[config.mk]
export PLATFORM = sky130hd
export DESIGN_NAME = fila_scheduler
export DESIGN_NICKNAME = d
export VERILOG_FILES = /design/src/rtl/fila_sched_pkg.sv /design/src/rtl/fila_scheduler_tick_gen.sv /design/src/rtl/fila_scheduler.sv
export SDC_FILE = /design/constraint.sdc
export NUM_CORES = 1
export LEC_CHECK = 0
export BUFFER_PORTS_ARGS = -buffer_cell sky130_fd_sc_hd__buf_2
export CORE_MARGIN = 2
export CORE_UTILIZATION = 35
export CTS_BUF_LIST = sky130_fd_sc_hd__clkbuf_16
export DETAILED_ROUTE_END_ITERATION = 10
export PLACE_DENSITY_LB_ADDON = 0.08
export SYNTH_ARGS = -nofsm -noshare
export SYNTH_HDL_FRONTEND = slang
export SYNTH_HIERARCHICAL = 1
export SYNTH_SLANG_ARGS = --single-unit
[constraint.sdc]
create_clock -name clock1M -period 3 [get_ports clock1M]
set_input_delay 0.6 -clock clock1M [delete_from_list [all_inputs] [get_ports clock1M]]
set_output_delay 0.6 -clock clock1M [all_outputs]
set_load 0.01 [all_outputs]
[src/rtl/fila_sched_pkg.sv]
// Shared types for the fila scheduler: enqueue FSM states and arbiter grant sides.
package fila_sched_pkg;

    typedef enum logic [1:0] {
        IDLE,
        CAPT,
        PEND
    } enq_state_t;

    typedef enum logic {
        GRANT_ENQ,
        GRANT_DEQ
    } grant_t;

    // Round-robin winner when both sides are eligible: the side not granted last.
    function automatic grant_t rr_pick(input grant_t last_grant);
        return (last_grant == GRANT_DEQ) ? GRANT_ENQ : GRANT_DEQ;
    endfunction

endpackage

[src/rtl/fila_scheduler_tick_gen.sv]
// Divides the 1 MHz clock into a fast and a slow single-cycle enable, the slow one
// always coinciding with a fast one.
module fila_scheduler_tick_gen #(
    parameter int unsigned DIV_FAST = 10,
    parameter int unsigned DIV_SLOW = 10
) (
    input  logic clk_i,
    input  logic rst_ni,
    output logic tick_fast_o,
    output logic tick_slow_o
);

    localparam int unsigned FW = (DIV_FAST > 1) ? $clog2(DIV_FAST) : 1;
    localparam int unsigned SW = (DIV_SLOW > 1) ? $clog2(DIV_SLOW) : 1;
    localparam logic [FW-1:0] FAST_MAX = FW'(DIV_FAST - 1);
    localparam logic [SW-1:0] SLOW_MAX = SW'(DIV_SLOW - 1);

    logic [FW-1:0] cnt_f_q, cnt_f_d;
    logic [SW-1:0] cnt_s_q, cnt_s_d;

    always_ff @(posedge clk_i or negedge rst_ni) begin
        if (!rst_ni) begin
            cnt_f_q <= '0;
            cnt_s_q <= '0;
        end else begin
            cnt_f_q <= cnt_f_d;
            cnt_s_q <= cnt_s_d;
        end
    end

    always_comb begin
        tick_fast_o = (cnt_f_q == FAST_MAX);
        tick_slow_o = tick_fast_o && (cnt_s_q == SLOW_MAX);
        cnt_f_d     = tick_fast_o ? '0 : cnt_f_q + FW'(1);
        cnt_s_d     = cnt_s_q;
        if (tick_fast_o) begin
            cnt_s_d = (cnt_s_q == SLOW_MAX) ? '0 : cnt_s_q + SW'(1);
        end
    end

endmodule

[src/rtl/fila_scheduler.sv]
// Deserializer-to-queue sequencer: captures and acknowledges bytes, then arbitrates
// one queue operation per slow slot between enqueue and dequeue, round-robin.
module fila_scheduler #(
    parameter int unsigned DIV_FAST = 10,
    parameter int unsigned DIV_SLOW = 10,
    parameter int unsigned DEPTH    = 8,
    parameter int unsigned LEN_W    = 4
) (
    input  logic             clock1M,
    input  logic             reset,
    input  logic             data_ready_in,
    input  logic [7:0]       des_data_in,
    input  logic             dequeue_in,
    input  logic [LEN_W-1:0] len_in,
    output logic             tick_fast_out,
    output logic             tick_slow_out,
    output logic             ack_out,
    output logic             enqueue_out,
    output logic             dequeue_out,
    output logic [7:0]       q_data_out,
    output logic             busy_out,
    output logic             underflow_out
);

    import fila_sched_pkg::*;

    localparam logic [LEN_W-1:0] DEPTH_L = LEN_W'(DEPTH);

    enq_state_t state_q, state_d;
    logic [7:0] hold_q, hold_d;
    logic       deq_pend_q, deq_pend_d;
    grant_t     last_grant_q, last_grant_d;

    logic enq_ok, deq_ok;
    logic grant_enq, grant_deq;

    fila_scheduler_tick_gen #(
        .DIV_FAST (DIV_FAST),
        .DIV_SLOW (DIV_SLOW)
    ) u_tick_gen (
        .clk_i       (clock1M),
        .rst_ni      (reset),
        .tick_fast_o (tick_fast_out),
        .tick_slow_o (tick_slow_out)
    );

    always_ff @(posedge clock1M or negedge reset) begin
        if (!reset) begin
            state_q      <= IDLE;
            hold_q       <= '0;
            deq_pend_q   <= 1'b0;
            last_grant_q <= GRANT_DEQ;
        end else begin
            state_q      <= state_d;
            hold_q       <= hold_d;
            deq_pend_q   <= deq_pend_d;
            last_grant_q <= last_grant_d;
        end
    end

    // Slot arbiter: at most one grant per slow tick; len_in is sampled in that cycle.
    always_comb begin
        enq_ok        = (state_q == PEND) && (len_in < DEPTH_L);
        deq_ok        = deq_pend_q && (len_in != '0);
        grant_enq     = 1'b0;
        grant_deq     = 1'b0;
        underflow_out = 1'b0;
        if (tick_slow_out) begin
            if (enq_ok && deq_ok) begin
                if (rr_pick(last_grant_q) == GRANT_ENQ) begin
                    grant_enq = 1'b1;
                end else begin
                    grant_deq = 1'b1;
                end
            end else if (enq_ok) begin
                grant_enq = 1'b1;
            end else if (deq_ok) begin
                grant_deq = 1'b1;
            end
            underflow_out = deq_pend_q && (len_in == '0);
        end
    end

    always_comb begin
        state_d      = state_q;
        hold_d       = hold_q;
        last_grant_d = last_grant_q;
        ack_out      = 1'b0;
        enqueue_out  = 1'b0;
        busy_out     = (state_q == PEND);

        unique case (state_q)
            IDLE: begin
                if (data_ready_in) begin
                    hold_d  = des_data_in;
                    state_d = CAPT;
                end
            end
            CAPT: begin
                if (tick_fast_out) begin
                    ack_out = 1'b1;
                    state_d = PEND;
                end
            end
            PEND: begin
                if (grant_enq) begin
                    enqueue_out = 1'b1;
                    state_d     = IDLE;
                end
            end
            default: state_d = IDLE;
        endcase

        if (grant_enq) begin
            last_grant_d = GRANT_ENQ;
        end else if (grant_deq) begin
            last_grant_d = GRANT_DEQ;
        end

        dequeue_out = grant_deq;
        // A pulse arriving in the serving cycle opens a fresh request.
        deq_pend_d  = (deq_pend_q && !grant_deq && !underflow_out) || dequeue_in;
        q_data_out  = enqueue_out ? hold_q : '0;
    end

endmodule
* Word-level counts from Yosys, hierarchy flattened *
Cells that the tools add are included.

cells by class
  eq/ne operators = 7
  add/sub/neg operators = 2
  reductions and logical operators = 16
  magnitude comparators = 1
  multiplexer cells = 23

operators with widths
  cell                 count
  $mux 1               16
  $add 4x1->4 const B  2
  $eq 4x4->1 const B   2
  $mux 4               2
  $mux 8               1
  $logic_and 1x1->1    7
  $mux 2               3
  $pmux 2 s3           1
  $logic_not 4->1      1
  $lt 4x4->1 const B   1
  $ne 2x2->1 const B   2
  $reduce_bool 4->1    1
  $reduce_and 3->1     1
  $eq 2x1->1 const B   1
  $eq 2x2->1 const B   1
  $logic_not 1->1      2
  $logic_not 2->1      1
  $ne 2x1->1 const B   1
  $reduce_and 2->1     1
  $reduce_bool 2->1    1
  $logic_or 1x1->1     1

word-level totals
  output and inout port bits = 15
  word-level logic and storage cells = 55
  input port bits = 16
  flip-flop bits (word level) = 20

* Depth between registers and ports, before layout *
  depth in word-level cells = 10
  depth in mapped cells = 7
  mapped depth without buffers = 6

* Modules after synthesis *
Netlist, hierarchy kept.

by module, submodules not included
  module                   times used  area each (um^2)  cells each
  fila_scheduler           1           635.6             52
  fila_scheduler_tick_gen  1           387.9             33

* Worst setup path after synthesis *
OpenSTA, ideal clock, no wires.

  kind = flip-flop to output port
  start point = register u_tick_gen.cnt_f_q[2]
  end point = output port q_data_out[0]
  arrival time = 2.098 ns
  slack = 0.302 ns
  required time = 2.400 ns
  stages on the path, launching flop included = 8
  cell sequence = dfrtp_1 -> and4bb_1 -> buf_6 -> nand2_2 -> nor3b_1 -> nand4bb_4 -> a21oi_4 -> and2_1

on the way
  word-level cells in the longest chain between the ends = 6

RTL lines
  item                     line                           RTL
  start, declared          fila_scheduler_tick_gen.sv:18  logic [FW-1:0] cnt_f_q, cnt_f_d;
  start signal, assigned   fila_scheduler_tick_gen.sv:26  cnt_f_q <= cnt_f_d;
  $eq 4x4->1               fila_scheduler_tick_gen.sv:32  tick_fast_o = (cnt_f_q == FAST_MAX);
  named net tick_fast_out  fila_scheduler.sv:15           output logic tick_fast_out,
  $logic_and 1x1->1        fila_scheduler_tick_gen.sv:33  tick_slow_o = tick_fast_o && (cnt_s_q == SLOW_MAX);
  named net tick_slow_out  fila_scheduler.sv:16           output logic tick_slow_out,
  $mux 1                   fila_scheduler.sv:68           if (tick_slow_out) begin
  $mux 1                   fila_scheduler.sv:106          if (grant_enq) begin
  $mux 1                   fila_scheduler.sv:92           unique case (state_q)
  named net enqueue_out    fila_scheduler.sv:18           output logic enqueue_out,
  $mux 8                   fila_scheduler.sv:123          q_data_out = enqueue_out ? hold_q : '0;
  end, declared            fila_scheduler.sv:20           output logic [7:0] q_data_out,

The timed path passes the listed nets, and every way through them passes these cells.

* Worst setup path after layout *
  start point = register u_tick_gen.cnt_f_q[1]
  end point = output port q_data_out[2]

on the way
  word-level cells in the longest chain between the ends = 6

RTL lines
  item               line
  $eq 4x4->1         fila_scheduler_tick_gen.sv:32
  $logic_and 1x1->1  fila_scheduler_tick_gen.sv:33
  $mux 1             fila_scheduler.sv:68
  $mux 1             fila_scheduler.sv:106
  $mux 1             fila_scheduler.sv:92
  $mux 8             fila_scheduler.sv:123

Every way passes these cells.

==> metrics.md <==
| Metric | Value |
|---|---|
| Ports | `31` |
| WL per Instance | `12.2 microns` |
| Max-cap violation count | `0` |
| Crit path DAT | `approximately 2.2 ns` |
| Net Sw Frac | `0.199` |
| Crit start category | `flop` |
| Nets | `136` |
| P_leak | `0.655 nW` |
| Clock tree from TritonCTS | `yes` |
| Final period util | `0.924` |
| Total Neg Setup Slack | `0 ns` |
| HP Class | `input port to async pin` |
| Worst-path cell chain | `and4bb_2 > nand2_2 > nor3b_1 > buf_4 > nand4bb_4 > a21oi_4 > and2_1 > buf_2` |
| Power per cell area | `approximately 640 nW/um^2` |
| Number of synthesized register bits | `20` |
| Initial antenna violation count | `0` |
| Synth unique cells | `36` |
| DR pass1 iterations | `2` |
| Final core utilization | `0.476` |
| Drt drc | `0` |
| Initial core utilization | `0.371` |
| Placed cell count | `between 100 and 150` |
| Final setup viols | `0` |
| Hold WS | `0.291 ns` |
| Full die area | `3370 sq um` |
| Slowest CP cell | `dfrtp_1` |
| Number of buffers created by CTS | `3` |
| Clock transition at path regs | `0.05 ns` |
| Status | `completed` |
| CTS H-tree lvls | `1` |
| Max Clock Skew | `0.000776 ns` |
| DR iter-0 viols | `7` |
| RD Place Congestion | `a little over 0.7` |
| Total power | `844 uW` |
| Largest net degree at the start of global routing | `21` |
| Power share of the combinational group | `0.144` |
| Clk pwr share | `0.425` |
| Worst Tran Pin Value | `0.455 ns` |
| Die X-Extent | `58.1 microns` |
| Max Clk Rate | `around 360 MHz` |
| I/O Buffers | `30` |
| Delay-heaviest family, CP | `simple AND/OR/NAND/NOR gates` |
| Root buffer cell | `clkbuf_16` |
| Hold Vio Cnt, Final | `0` |
| Count of final max-slew check failures | `0` |
| Final cell count without fillers | `150` |
| Slew margin rel. | `0.696` |
| Routed WL | `1830 microns` |
| Sequential cell area | `502 sq um` |
| Vias per cell | `4.89` |
| First-pass GRT wire length | `3150 microns` |
| Synth top area share | `0.465` |
| Final ANT Viol Nets | `0` |
| Critical path's largest stage delay | `~0.42 ns` |
| Int Pwr | `676 uW` |
| GR Overflow Total | `0` |
| Peak supply drop | `0.335 mV` |
| Avg Cell Area, Syn | `about 12 sq um` |
| Synthesized Nets | `between 100 and 150` |
| Mapped Cells | `85` |
| Rows | `19` |
| Clk buf depth | `2` |
| Sequential Power Share | `0.431` |
| Clk sinks | `20` |
| GRT Overall Usage | `0.123` |
| NetSw | `168 uW` |
| Hold buffers post-CTS | `0` |
| Antenna cells | `0` |
| Layout cells sized above 1 | `0.462` |
| Top cells by area, synth | `dfrtp_1 (46%), mux2_2 (9.9%), and2_1 (4.9%)` |
| CORE AREA | `2760 sq um` |
| Detail Placement HPWL | `1360 microns` |
| Syn. warnings | `6` |
| Seq/Total Area, Yosys | `0.490` |
| Area grow syn2layout | `28.4%` |
| Final min period | `~2.8 ns` |
| CP Capture Type | `output pin` |
| Clk Latency, worst-skew pair | `0.25 ns` |
| Crit-path max FO | `9` |
| Vias | `734` |
| Crit Path Category | `flop to output pin` |
| Vias in the first global route | `between 700 and 800` |
| Unrepaired setup endpoints after global routing | `false` |
| Post-synthesis instance area | `roughly 1000 sq um` |
| Die Y | `58.1 microns` |
| Footprint of the multi-input gates | `just under 500 sq um` |
| Largest area contributor in the netlist | `dfrtp_1` |
| WP data required | `2.40 ns` |
| Buf/Inv on CP | `2` |
| Fill cells | `270` |
worst reg2reg max path, cell delays in order, from the launching register on:
cell and delay [ns]:
dfrtp_1 0.42, and4bb_2 0.41, nand2_2 0.09, nor3b_1 0.20
buf_4 0.18, inv_1 0.07, a211oi_1 0.23, o21bai_1 0.08
placed cells by master, fill, tap and decap left out, types with 2 or more instances in the layout:
cell type  instances
mux2_2             9
a21oi_1            2
xnor2_1            2
clkbuf_16          3
nor2_1             2
nor3b_1            2
nand2_1            4
and2_1             8
dfrtp_1           19
a22o_1             2
buf_2             30
mux2i_1            2
inv_1              7
nand3_1            2
state kept, by name, indices dropped and copies added, names as in the netlist:
| name | flops |
|---|---|
| last_grant_q | 1 |
| hold_q | 8 |
| u_tick_gen/cnt_f_q | 4 |
| state_q | 2 |
| u_tick_gen/cnt_s_q | 4 |
| deq_pend_q | 1 |
per-stage QoR:
stage	area, sq um	worst slack (ns)
2_1_floorplan	1020	0.302
3_3_place_gp	1210	0.491
3_5_place_dp	1210	0.446
4_1_cts	1310	0.136
5_1_grt	1310	0.0176
6_report	1310	0.229
power by group through the flow:
stage	combinational, mW	sequential, mW	clock, mW
floorplan	0.0928	0.360	0
global placement	0.122	0.368	0
detailed placement	0.126	0.370	0
CTS	0.126	0.365	0.369
global route	0.135	0.374	0.385
finish	0.122	0.364	0.359
final cells by class:
cell class,count,area share
multi-input combinational,57,0.369
clock buffer,3,0.0571
sequential,20,0.382
timing repair buffer,31,0.120
inverter,7,0.0200
tap,31,0.0295
clock inverter,1,0.0229
worst paths after layout:
kind / from / endpoint / slack (ns) / depth (start not counted)
setup / recovery: u_tick_gen/cnt_f_q[1] / q_data_out[2] / 0.23 / 8
hold / removal: reset / u_tick_gen/cnt_s_q[3] / 0.29 / 1
setup reg to reg: u_tick_gen/cnt_f_q[1] / state_q[1] / 1.21 / 7
hold reg to reg: last_grant_q / last_grant_q / 0.48 / 2
max in group asynchronous: reset / last_grant_q / 2.37 / 1
min in group clock1M: last_grant_q / last_grant_q / 0.48 / 2
cells by family after synthesis:
kind of cell           synth area share
AO/OA/AOI/OAI                    0.0990
XOR/XNOR                         0.0257
buffers and inverters            0.0367
flip-flops                        0.490
multiplexers                      0.133
AND/OR/NAND/NOR                   0.215
Yosys cell counts, drive strengths merged:
master and instances:
a211oi 1, a21oi 3, a22o 2, a31o 1, and2 8, and2b 2
and3 2, and4bb 1, buf 1, dfrtp 19, dfstp 1, inv 7
mux2 10, mux2i 2, nand2 5, nand2b 2, nand3 2, nand4bb 1
nor2 2, nor3b 3, nor4 1, o21ai 2, o21bai 1, o31ai 1
o41a 1, or3 1, xnor2 2, xor2 1
timing repair:
action | 4_1_cts | 5_1_grt
setup endpoints to repair | 0 | 8
buffers inserted | 0 | 0
gates resized for setup | 0 | 1
metal layers:
| metal | share of wire | up-vias | GRT usage |
|---|---|---|---|
| li1 | - | 363 | - |
| met1 | 0.42 | 357 | 0.141 |
| met2 | 0.53 | 12 | 0.219 |
| met3 | 0.043 | 2 | 0.0290 |
| met4 | 0.0071 | 0 | 0.0498 |
| met5 | 0 | - | 0 |
(Power assumes the default switching activity.)
